--- src/rtl/ifid_hazard_pkg.sv ---
// Shared types and constants for the IF/ID hazard controller.
package ifid_hazard_pkg;

  typedef enum logic [1:0] {
    INIT     = 2'd0,
    RUN      = 2'd1,
    MUL_WAIT = 2'd2,
    ERR      = 2'd3
  } state_t;

  localparam logic [4:0] REG_ZERO = 5'd0;

endpackage

--- src/rtl/ifid_hazard_ctrl_hazard_match.sv ---
// Combinational hazard detection: load-use and branch-operand dependencies.
module hazard_match
  import ifid_hazard_pkg::*;
(
  input  logic [4:0] ID_Rs,
  input  logic [4:0] ID_Rt,
  input  logic       ID_UsesRt,
  input  logic       ID_Branch,
  input  logic       IDEX_MemRead,
  input  logic       IDEX_RegWrite,
  input  logic [4:0] IDEX_Rd,
  input  logic       EXMEM_MemRead,
  input  logic [4:0] EXMEM_Rd,
  output logic       LoadUse,
  output logic       BrHaz
);

  logic idex_hit;
  logic exmem_hit;

  // r0 is hardwired, so a write to it never creates a dependency
  assign idex_hit  = (IDEX_Rd != REG_ZERO) &
                     ((IDEX_Rd == ID_Rs) | (ID_UsesRt & (IDEX_Rd == ID_Rt)));
  assign exmem_hit = (EXMEM_Rd != REG_ZERO) &
                     ((EXMEM_Rd == ID_Rs) | (ID_UsesRt & (EXMEM_Rd == ID_Rt)));

  assign LoadUse = IDEX_MemRead & idex_hit;
  assign BrHaz   = ID_Branch & ((IDEX_RegWrite & idex_hit) | (EXMEM_MemRead & exmem_hit));

endmodule

--- src/rtl/ifid_hazard_ctrl.sv ---
// IF/ID hazard controller: stall/flush/bubble sequencing, multi-cycle wait
// with watchdog, and saturating stall/flush performance counters.
module ifid_hazard_ctrl
  import ifid_hazard_pkg::*;
#(
  parameter int unsigned MUL_TIMEOUT = 64,
  parameter int unsigned CNT_W       = 16
) (
  input  logic             Clk,
  input  logic             Rst_n,
  input  logic [4:0]       ID_Rs,
  input  logic [4:0]       ID_Rt,
  input  logic             ID_UsesRt,
  input  logic             ID_Branch,
  input  logic             ID_Jump,
  input  logic             BranchTaken,
  input  logic             MulStart,
  input  logic             IDEX_MemRead,
  input  logic             IDEX_RegWrite,
  input  logic [4:0]       IDEX_Rd,
  input  logic             EXMEM_MemRead,
  input  logic [4:0]       EXMEM_Rd,
  input  logic             MulDone,
  output logic             PCWrite,
  output logic             IFID_write,
  output logic             IF_flush,
  output logic             ID_bubble,
  output logic             Error,
  output logic [CNT_W-1:0] StallCycles,
  output logic [CNT_W-1:0] FlushCount
);

  localparam int unsigned      WD_W    = $clog2(MUL_TIMEOUT);
  localparam logic [WD_W-1:0]  WD_LOAD = WD_W'(MUL_TIMEOUT - 1);

  state_t          state, state_nxt;
  logic [WD_W-1:0] wd, wd_nxt;
  logic            load_use, br_haz, stall;
  logic            stall_inc, flush_inc;

  hazard_match u_match (
    .ID_Rs         (ID_Rs),
    .ID_Rt         (ID_Rt),
    .ID_UsesRt     (ID_UsesRt),
    .ID_Branch     (ID_Branch),
    .IDEX_MemRead  (IDEX_MemRead),
    .IDEX_RegWrite (IDEX_RegWrite),
    .IDEX_Rd       (IDEX_Rd),
    .EXMEM_MemRead (EXMEM_MemRead),
    .EXMEM_Rd      (EXMEM_Rd),
    .LoadUse       (load_use),
    .BrHaz         (br_haz)
  );

  assign stall = load_use | br_haz;

  always_ff @(posedge Clk or negedge Rst_n) begin
    if (!Rst_n) begin
      state <= INIT;
      wd    <= '0;
    end else begin
      state <= state_nxt;
      wd    <= wd_nxt;
    end
  end

  always_comb begin
    state_nxt  = state;
    wd_nxt     = wd;
    PCWrite    = 1'b0;
    IFID_write = 1'b0;
    IF_flush   = 1'b0;
    ID_bubble  = 1'b1;
    unique case (state)
      INIT: state_nxt = RUN;
      RUN: begin
        if (stall) begin
          // hold PC and IF/ID, bubble into ID/EX
        end else if (ID_Jump | (ID_Branch & BranchTaken)) begin
          // flush only with IFID_write=0: the register prioritises write
          PCWrite   = 1'b1;
          IF_flush  = 1'b1;
          ID_bubble = 1'b0;
        end else if (MulStart) begin
          ID_bubble = 1'b0;
          wd_nxt    = WD_LOAD;
          state_nxt = MUL_WAIT;
        end else begin
          PCWrite    = 1'b1;
          IFID_write = 1'b1;
          ID_bubble  = 1'b0;
        end
      end
      MUL_WAIT: begin
        if (MulDone)         state_nxt = RUN;
        else if (wd == '0)   state_nxt = ERR;
        else                 wd_nxt    = wd - 1'b1;
      end
      ERR: state_nxt = ERR;
      default: state_nxt = INIT;
    endcase
  end

  assign Error     = (state == ERR);
  assign stall_inc = (state != INIT) & ~PCWrite & ~IF_flush;
  assign flush_inc = IF_flush;

  always_ff @(posedge Clk or negedge Rst_n) begin
    if (!Rst_n) begin
      StallCycles <= '0;
      FlushCount  <= '0;
    end else begin
      if (stall_inc && (StallCycles != '1)) StallCycles <= StallCycles + 1'b1;
      if (flush_inc && (FlushCount  != '1)) FlushCount  <= FlushCount + 1'b1;
    end
  end

endmodule

--- config.mk ---
export PLATFORM = sky130hd
export DESIGN_NAME = ifid_hazard_ctrl
export DESIGN_NICKNAME = d
export VERILOG_FILES = /design/src/rtl/ifid_hazard_pkg.sv /design/src/rtl/ifid_hazard_ctrl_hazard_match.sv /design/src/rtl/ifid_hazard_ctrl.sv
export SDC_FILE = /design/constraint.sdc
export NUM_CORES = 1
export LEC_CHECK = 0
export CAP_MARGIN = 20
export CORE_ASPECT_RATIO = 1.2
export CORE_UTILIZATION = 38
export DETAILED_ROUTE_END_ITERATION = 16
export GPL_TIMING_DRIVEN = 0
export PLACE_DENSITY = 0.77
export SETUP_SLACK_MARGIN = 0.5
export SLEW_MARGIN = 20
export SYNTH_ARGS = -nofsm -noshare
export SYNTH_HDL_FRONTEND = slang
export SYNTH_SLANG_ARGS = --single-unit
--- constraint.sdc ---
create_clock -name Clk -period 3.1 [get_ports Clk]
set_input_delay 0.62 -clock Clk [delete_from_list [all_inputs] [get_ports Clk]]
set_output_delay 0.62 -clock Clk [all_outputs]
set_load 0.05 [all_outputs]
# --- Word-level counts from Yosys, hierarchy flattened ---
# Cells that the tools add are included.
totals:
  reg_bits: 40
  in_bits: 31
  out_inout_bits: 37
classes:
  n_addsub: 3
  n_eq_ne: 15
  muxes: 24
  bitwise_logic: 18
  n_reduce_logical: 10
ops:
  columns: ["cell", "count"]
  rows:
  - ["adder 16 x 1 -> 16 bit, second input constant", 2]
  - ["inequality test 16 bit, second input constant", 2]
  - ["2-to-1 mux 6 bit", 5]
  - ["== test 5 bit", 4]
  - ["2-to-1 mux 1 bit", 12]
  - ["one-hot mux 6 bit (2 select lines)", 1]
  - ["bitwise AND 1 bit", 11]
  - ["2-to-1 mux 2 bit", 5]
  - ["inequality test 2 bit, second input constant", 5]
  - ["nonzero test 5 bit", 2]
  - ["one-hot mux 2 bit (4 select lines)", 1]
  - ["zero test 6 bit", 1]
  - ["AND reduction 6 bit", 1]
  - ["subtractor 6 x 1 -> 6 bit, second input constant", 1]
  - ["OR 1 bit", 5]
  - ["== test 2 bit, second input constant", 2]
  - ["AND reduction 4 bit", 1]
  - ["nonzero test 2 bit", 2]
  - ["inequality test 3 bit, second input constant", 1]
  - ["== test 2 x 1 -> 1 bit, second input constant", 1]
  - ["logical AND 1 bit", 2]
  - ["zero test 2 bit", 1]
  - ["NOT 1 bit", 2]

# --- Longest topological paths before layout ---
# Gate-level depths: netlist of run 1.
depth:
  depth_word: 14
  ltp_mapped: 8

# --- Cells and area by module ---
# A second synthesis of run 1 with hierarchy kept.
hier_totals:
  hier_cells: 229
  area_unflattened_um2: 2274.7
modules_own_cells:
  columns: ["module", "n_inst", "cells_each", "area_per_inst_um2", "seq_area_each_um2"]
  rows:
  - ["ifid_hazard_ctrl", 1, 194, 1991.9, 1001.0]
  - ["hazard_match", 1, 35, 282.8, 0.0]

# --- Worst setup path after synthesis of run 1 ---
# OpenSTA, ideal clock, no wires.
synth_timing:
  path_kind: "input port to output port"
  start: "input port EXMEM_Rd[1]"
  end: "output port IFID_write"
  arrival_time_ps: 3190
  required_time_ps: 2480
  path_slack_ps: -710
  path_stages: 5
  n_path_buf: 0
  path_cell_list: "or3_1 > o311a_4 > a221oi_4 > inv_2 > nor3b_1"
synth_via:
  elab_chain_len: 10
  word_cells_on_any_way: 12
synth_lines:
  columns: ["element", "line", "text"]
  rows:
  - ["start, declared", "ifid_hazard_ctrl.sv:22", "input logic [4:0] EXMEM_Rd,"]
  - ["== test 5 bit", "ifid_hazard_ctrl_hazard_match.sv:25", "((EXMEM_Rd == ID_Rs) | (ID_UsesRt & (EXMEM_Rd == ID_Rt)));"]
  - ["bitwise AND 1 bit", "ifid_hazard_ctrl_hazard_match.sv:25", null]
  - ["OR 1 bit", "ifid_hazard_ctrl_hazard_match.sv:25", null]
  - ["bitwise AND 1 bit *", "ifid_hazard_ctrl_hazard_match.sv:24", "assign exmem_hit = (EXMEM_Rd != REG_ZERO) &"]
  - ["bitwise AND 1 bit *", "ifid_hazard_ctrl_hazard_match.sv:28", "assign BrHaz = ID_Branch & ((IDEX_RegWrite & idex_hit) | (EXMEM_MemRead & exmem_hit));"]
  - ["OR 1 bit *", "ifid_hazard_ctrl_hazard_match.sv:28", null]
  - ["bitwise AND 1 bit *", "ifid_hazard_ctrl_hazard_match.sv:28", null]
  - ["OR 1 bit *", "ifid_hazard_ctrl.sv:55", "assign stall = load_use | br_haz;"]
  - ["2-to-1 mux 1 bit *", "ifid_hazard_ctrl.sv:77", "if (stall) begin"]
  - ["2-to-1 mux 1 bit *", "ifid_hazard_ctrl.sv:74", "unique case (state)"]
  - ["end, declared", "ifid_hazard_ctrl.sv:25", "output logic IFID_write,"]
# Mark *: on every way between the ends. The rest lies on a longest branch, timed or not.

# --- Worst setup path after layout of run 1 ---
layout_timing:
  start: "input port EXMEM_Rd[0]"
  end: "output port IFID_write"
# Same word-level chain as after synthesis.

==> results by group, run 1 <==
Final layout
  • Nets: approximately 350
  • Design area: 3280 um2
  • # fillers: ~530
  • Multi-input gate area: around 1300 um2
  • Commonest non-fill, non-tap cells in the layout: 42 x clkdlybuf4s50_1, 40 x dfrtp_1, 35 x xnor2_1, 27 x nand2_1, 17 x nor2_1
  • Share of cells above drive strength 1: roughly 15%
  • Finished Layout Cells: between 300 and 400
  • Commonest non-fill, non-tap cell in the layout: clkdlybuf4s50_1
  • Area growth, synth to finish: 44.3%
  • ANT cells: 0
  • Sequential standard cell area: 1000 um2

Pwr
  • Net Sw Frac: roughly 45%
  • P_int: ~0.0012 W
  • Pwr Density: just under 700 nW/um2
  • Leak Pwr: ~1.4 nW
  • Total Power: 0.00221 W
  • Switching power: around 0.001 W
  • Clk pwr share: between 15 and 20%
  • Combinational Power Share: between 40% and 50%
  • VDD IR max: 477 uV
  • Reg power frac: 35.2%

Global routing
  • GR Overflow Total: 0
  • Initial antenna violation count: 0
  • Pin count of the biggest net entering global routing: 31
  • First-pass GRT wire length: slightly below 9000 um
  • Vias in the first global route: between 1500 and 2000
  • Tot GR Track Use: 18.1%

Setup path
  • Endpoint type of the worst setup path: primary output
  • Critical path arrival: approximately 2200 ps
  • Worst Path Max Fanout: 5
  • Slowest-stage cell, CP: or3_4
  • CP Buf/Inv Count: 3
  • Cell chain of the critical path: buf_8, or3_4, o311a_4, a221oi_4, inv_4, nor3b_4, buf_6
  • Max incr delay on CP: between 300 and 400 ps
  • Worst Path Required: about 2500 ps
  • CP Launch Type: input port
  • Setup Crit Path Kind: input port to primary output
  • CP top delay family: compound AO/OA/AOI/OAI gates

Timing
  • Slew headroom: between 50% and 60%
  • FMAX: around 0.35 GHz
  • Final Hold Fails: 0
  • Worst slew pin tran: 664 ps
  • Setup Viol. Count Final: 0
  • RSZ-0062 raised after global routing: true
  • Tmin final: 2840 ps
  • Hold_ws: approximately 180 ps
  • Final worst-path cycle share: 91.8%
  • Pins Over Slew Limit: 0
  • Final worst slack: 255 ps
  • Worst Skew: ~15 ps

Route
  • Avg Vias per Cell: 5.07
  • Total wire length: ~5500 um
  • Post-route ant nets: 0
  • DR vias: 1983
  • DR WL/cell: roughly 14 um
  • Iter 0 DRT Violations: 31
  • DRC viols: 0
  • Initial DRT Pass Iterations: 4

Synthesis
  • Flops & latches, synth: 40
  • Count of different cell masters after synthesis: 40
  • Cells after Synth: 229
  • Syn_nets: between 200 and 300
  • Post-synth EDFFs: 0
  • Top_reg_cell synth: dfrtp_1
  • Async SR Flop Fraction: 100%
  • Cell area after synthesis: between 2000 and 2500 um2
  • Post-synthesis sequential area ratio: 44.0%
  • Yosys warns: 0
  • Syn avg cell area: approximately 10 um2

Floorplan
  • Cell Rows: 30
  • Ports: between 60 and 70
  • Initial core utilization: between 30 and 40%
  • Die X: ~73 um
  • Core Region: between 5000 and 6000 um2
  • Die ar.: between 6000 and 7000 um2
  • Chip height: between 80 and 90 um

Clock network
  • TritonCTS Sinks: 40
  • Clk Latency, worst-skew pair: ~300 ps
  • Longest Clk Path Bufs: 2
  • Num CTS Buffers: 5
  • Htree depth: 2
  • TritonCTS clock tree: built
  • Clock slew at reported path FFs: approximately 90 ps
  • Root buffer cell: clkbuf_8

Place
  • Dpl cell area: 3080 um2
  • Port buffer count: 67
  • Setup WS pre-CTS: -1020 ps
  • Gpl congestion: ~0.8
  • Post-Place Cells: 377
  • DP Wirelength: 3990 um

Run
  • Max Cap Viol: 0

Status
  • Status: finished, final reports clean

Hold path
  • Hold Path Class: input port to asynchronous set/reset pin
[cell type report]
| cell class | instances | share of cell area [%] |
|---|---|---|
| Multi-Input combinational cell | 180 | 39.7 |
| Clock inverter | 2 | 0.458 |
| Clock buffer | 6 | 2.52 |
| Sequential cell | 40 | 30.5 |
| Buffer | 2 | 0.267 |
| Inverter | 7 | 0.877 |
| Tap cell | 80 | 3.05 |
| Timing Repair Buffer | 74 | 22.6 |
[synth_stat cells (5+ instances only)]
cell type	instances	share of area, %
nand3_1	13	2.9
xor2_1	15	5.8
nand2_1	27	4.5
nor4_1	5	1.4
nor3_1	5	1.1
nor2_1	18	3.0
xnor2_1	35	13
inv_1	6	0.99
nand4_1	11	3.0
dfrtp_1	40	44
a21oi_1	7	1.5
[cell families (layout without fill, tap and decap cells)]
logic type,Yosys count,after routing,synth area share (%)
mux,5,5,2.42
xor+xnor,50,50,19.3
fa+ha+maj,4,4,2.20
compound gates,23,23,8.20
flops,40,40,44.0
buf+inv,9,91,1.54
simple gates,98,98,22.3
[registers in the layout, summed over array words and instances, names as in the netlist]
register and count:
wd 6, StallCycles 16, FlushCount 16, state 2
[power by group through the flow]
stage	registers, W	logic (W)	clock network (W)
2_1_floorplan	0.00110	0.000350	0
3_3_place_gp	0.000781	0.00102	0
3_5_place_dp	0.000785	0.00103	0
4_1_cts	0.000777	0.00106	0.000378
5_1_grt	0.000798	0.00113	0.000404
6_report	0.000778	0.00106	0.000370
[metrics by stage]
step | TNS (ps) | utilization, %
floorplan | 0 | -
global placement | -3540 | 53.7
detailed placement | -3750 | 54.0
CTS | 0 | 56.6
global route | 0 | 57.5
finish | 0 | 57.5
[what timing repair did]
item | CTS | global route
pin swaps | 6 | 4
resized for setup | 60 | 10
setup endpoints to repair | 22 | 8
hold buffers | 0 | 0
setup buffers | 4 | 2
[final timing paths]
check / startpoint / slack (ps) / cells after the start / endpoint
max: EXMEM_Rd[0] / 260 / 7 / IFID_write
min: Rst_n / 180 / 1 / state[1]
max reg2reg: StallCycles[8] / 810 / 6 / StallCycles[1]
min reg2reg: FlushCount[10] / 490 / 1 / FlushCount[10]
max in group asynchronous: Rst_n / 2470 / 2 / FlushCount[4]
min in group Clk: FlushCount[10] / 490 / 1 / FlushCount[10]
[routing by layer]
| layer | part of all wire (%) | global-route usage [%] |
|---|---|---|
| met1 | 43 | 22.8 |
| met2 | 50 | 29.7 |
| met3 | 6.3 | 3.95 |
| met4 | 1.0 | 7.84 |
| met5 | 0 | 0 |
No activity file was read; power rests on OpenSTA's default activity.
==> run 2, diff against run 1 <==
Settings changed: CTS_CLUSTER_DIAMETER set to 30, MAX_ROUTING_LAYER set to met4, SETUP_SLACK_MARGIN 0.5 to 0.4.
==> run 2 against run 1 <==
Compared with the run above: clock skew shrank 2.1 ps; clock power about the same; setup slack is essentially flat; global-route usage is 0.51 points higher; count of clock-buffer cells in the layout stayed put; utilization fell by 0.31 points; sequential cell count is the same; worst hold slack better by 4.4 ps; critical path type unchanged; critical endpoint unchanged; highest routed layer unchanged.
==> results by group, run 2 (same netlist as run 1, synthesis figures left out) <==
Status
  • Status: finished, final reports clean

Clock network
  • Clock slew at reported path FFs: around 90 ps
  • TritonCTS Sinks: 40
  • TritonCTS clock tree: built
  • Root buffer cell: clkbuf_8
  • Num CTS Buffers: 5
  • Clk Latency, worst-skew pair: about 300 ps
  • Htree depth: 2
  • Longest Clk Path Bufs: 2
  • Hold-fix buffers, CTS: 0

Global routing
  • First-pass GRT wire length: around 9000 um
  • Vias in the first global route: 1906
  • Pin count of the biggest net entering global routing: 31
  • GR Overflow Total: 0
  • Tot GR Track Use: a little under a fifth
  • Initial antenna violation count: 0

Floorplan
  • Initial core utilization: between 30% and 40%
  • Ports: 68
  • Chip height: about 87 um
  • Die ar.: roughly 6300 um2
  • Cell Rows: 30
  • Core Region: ~5700 um2
  • Die X: around 73 um

Setup path
  • FF-to-FF End: StallCycles[1]
  • Setup Crit Path Kind: input port to primary output
  • CP Launch Type: input port
  • CP top delay family: compound AO/OA/AOI/OAI gates
  • Worst Path Max Fanout: 5
  • CP Buf/Inv Count: 3
  • Max incr delay on CP: 370 ps
  • Cell chain of the critical path: buf_8, or3_4, o311a_4, a221oi_4, inv_4, nor3b_4, buf_6
  • Slowest-stage cell, CP: or3_4
  • FF-to-FF path depth: 6
  • Critical path arrival: roughly 2200 ps
  • Worst R2R Start: StallCycles[8]
  • Worst Path Required: 2480 ps
  • Endpoint type of the worst setup path: primary output
  • Reg2reg setup slack: 710 ps

Pwr
  • Total Power: approximately 0.0022 W
  • Combinational Power Share: 48.0%
  • P_int: 0.00122 W
  • Clk pwr share: 16.7%
  • Pwr Density: slightly below 700 nW/um2
  • Reg power frac: 35.3%
  • Net Sw Frac: 44.7%
  • VDD IR max: approximately 480 uV
  • Leak Pwr: 1.37 nW
  • Switching power: between 0.0009 and 0.001 W

Timing
  • RSZ-0062 raised after global routing: true
  • Pins Over Slew Limit: 0
  • Hold_ws: ~180 ps
  • Slew headroom: 55.9%
  • Tmin final: roughly 2800 ps
  • Setup Viol. Count Final: 0
  • Worst slew pin tran: between 600 and 700 ps
  • Final worst-path cycle share: 91.8%
  • Setup_tns: 0 ps
  • FMAX: 0.352 GHz
  • Worst Skew: 12.9 ps
  • Final Hold Fails: 0

Route
  • DRC viols: 0
  • Total wire length: roughly 5400 um
  • Initial DRT Pass Iterations: 4
  • DR vias: 1976
  • Post-route ant nets: 0
  • DR WL/cell: ~14 um
  • Iter 0 DRT Violations: 40
  • Avg Vias per Cell: 5.05

Final layout
  • Top flop regs: FlushCount: 16 flops, StallCycles: 16 flops, wd: 6 flops
  • Nets: approximately 350
  • Finished Layout Cells: about 390
  • Core Util, Final: between 50 and 60%
  • Area growth, synth to finish: 43.5%
  • Share of cells above drive strength 1: around 15%
  • ANT cells: 0
  • Commonest non-fill, non-tap cell in the layout: clkdlybuf4s50_1
  • # fillers: 530
  • Commonest non-fill, non-tap cells in the layout: 42 x clkdlybuf4s50_1, 40 x dfrtp_1, 35 x xnor2_1, 27 x nand2_1, 17 x nor2_1

Hold path
  • Hold Path Class: input port to asynchronous set/reset pin

Place
  • Gpl congestion: roughly 0.8
  • Post-Place Cells: 377
  • DP Wirelength: around 4000 um
  • Port buffer count: between 60 and 70

Run
  • Max Cap Viol: 0
run 2: cell types whose count changed in the layout (fill, tap and decap cells not counted):
cell / before / now
nor4_1: 4 / 5
nor4_2: 1 / 0
o32ai_2: 0 / 1
o32ai_4: 1 / 0
run 2: final cells by class:
class,count,area [um2],area share [%]
inverter,7,28.8,0.882
clock buffer,6,82.6,2.53
multi-input combinational,180,1280,39.4
sequential,40,1000,30.7
tap,80,100,3.07
timing repair buffer,74,742,22.7
buffer,2,8.76,0.268
clock inverter,2,15.0,0.460
run 2: timing repair:
item,CTS,global route
cloned,0,0
endpoints found under the setup margin,14,5
pin swaps,6,4
gates resized for setup,59,9
setup buffers,4,2
run 2: worst max path at each step:
stage,from,end,slack (ps),cells past startpoint
3_5_place_dp,EXMEM_Rd[1],IFID_write,-1020,7
3_3_place_gp,EXMEM_Rd[1],IFID_write,-1000,7
5_1_grt,EXMEM_Rd[0],IFID_write,210,7
4_1_cts,EXMEM_Rd[0],IFID_write,180,7
2_1_floorplan,EXMEM_Rd[1],IFID_write,30,5
6_report,EXMEM_Rd[0],IFID_write,260,7
run 2: power by group through the flow:
stage / logic (W) / registers, W / clock network [W]
2_1_floorplan: 0.000350 / 0.00110 / 0
3_3_place_gp: 0.00102 / 0.000781 / 0
3_5_place_dp: 0.00103 / 0.000785 / 0
4_1_cts: 0.00106 / 0.000777 / 0.000378
5_1_grt: 0.00113 / 0.000797 / 0.000404
6_report: 0.00106 / 0.000777 / 0.000368
run 2: stage by stage:
stage	setup WS, ps	instance area, um2
2_1_floorplan	31.5	2290
3_3_place_gp	-998	3060
3_5_place_dp	-1020	3080
4_1_cts	181	3220
5_1_grt	212	3260
6_report	256	3260
run 2: per-layer routing:
| layer | vias to the layer above | GRT usage, % | routed length, um |
|---|---|---|---|
| li1 | 964 | - | - |
| met1 | 943 | 23.1 | 2380 |
| met2 | 60 | 29.8 | 2680 |
| met3 | 9 | 3.49 | 311 |
| met4 | 0 | 7.49 | 76 |
| met5 | - | - | 0 |
run 2: worst register-to-register path, cell delays in order (launching register included):
cell and delay [ps]:
dfrtp_1 420, nand4_1 150, nor3_1 400, nand2_1 180, o32ai_2 560, or2_2 240, mux2_2 320
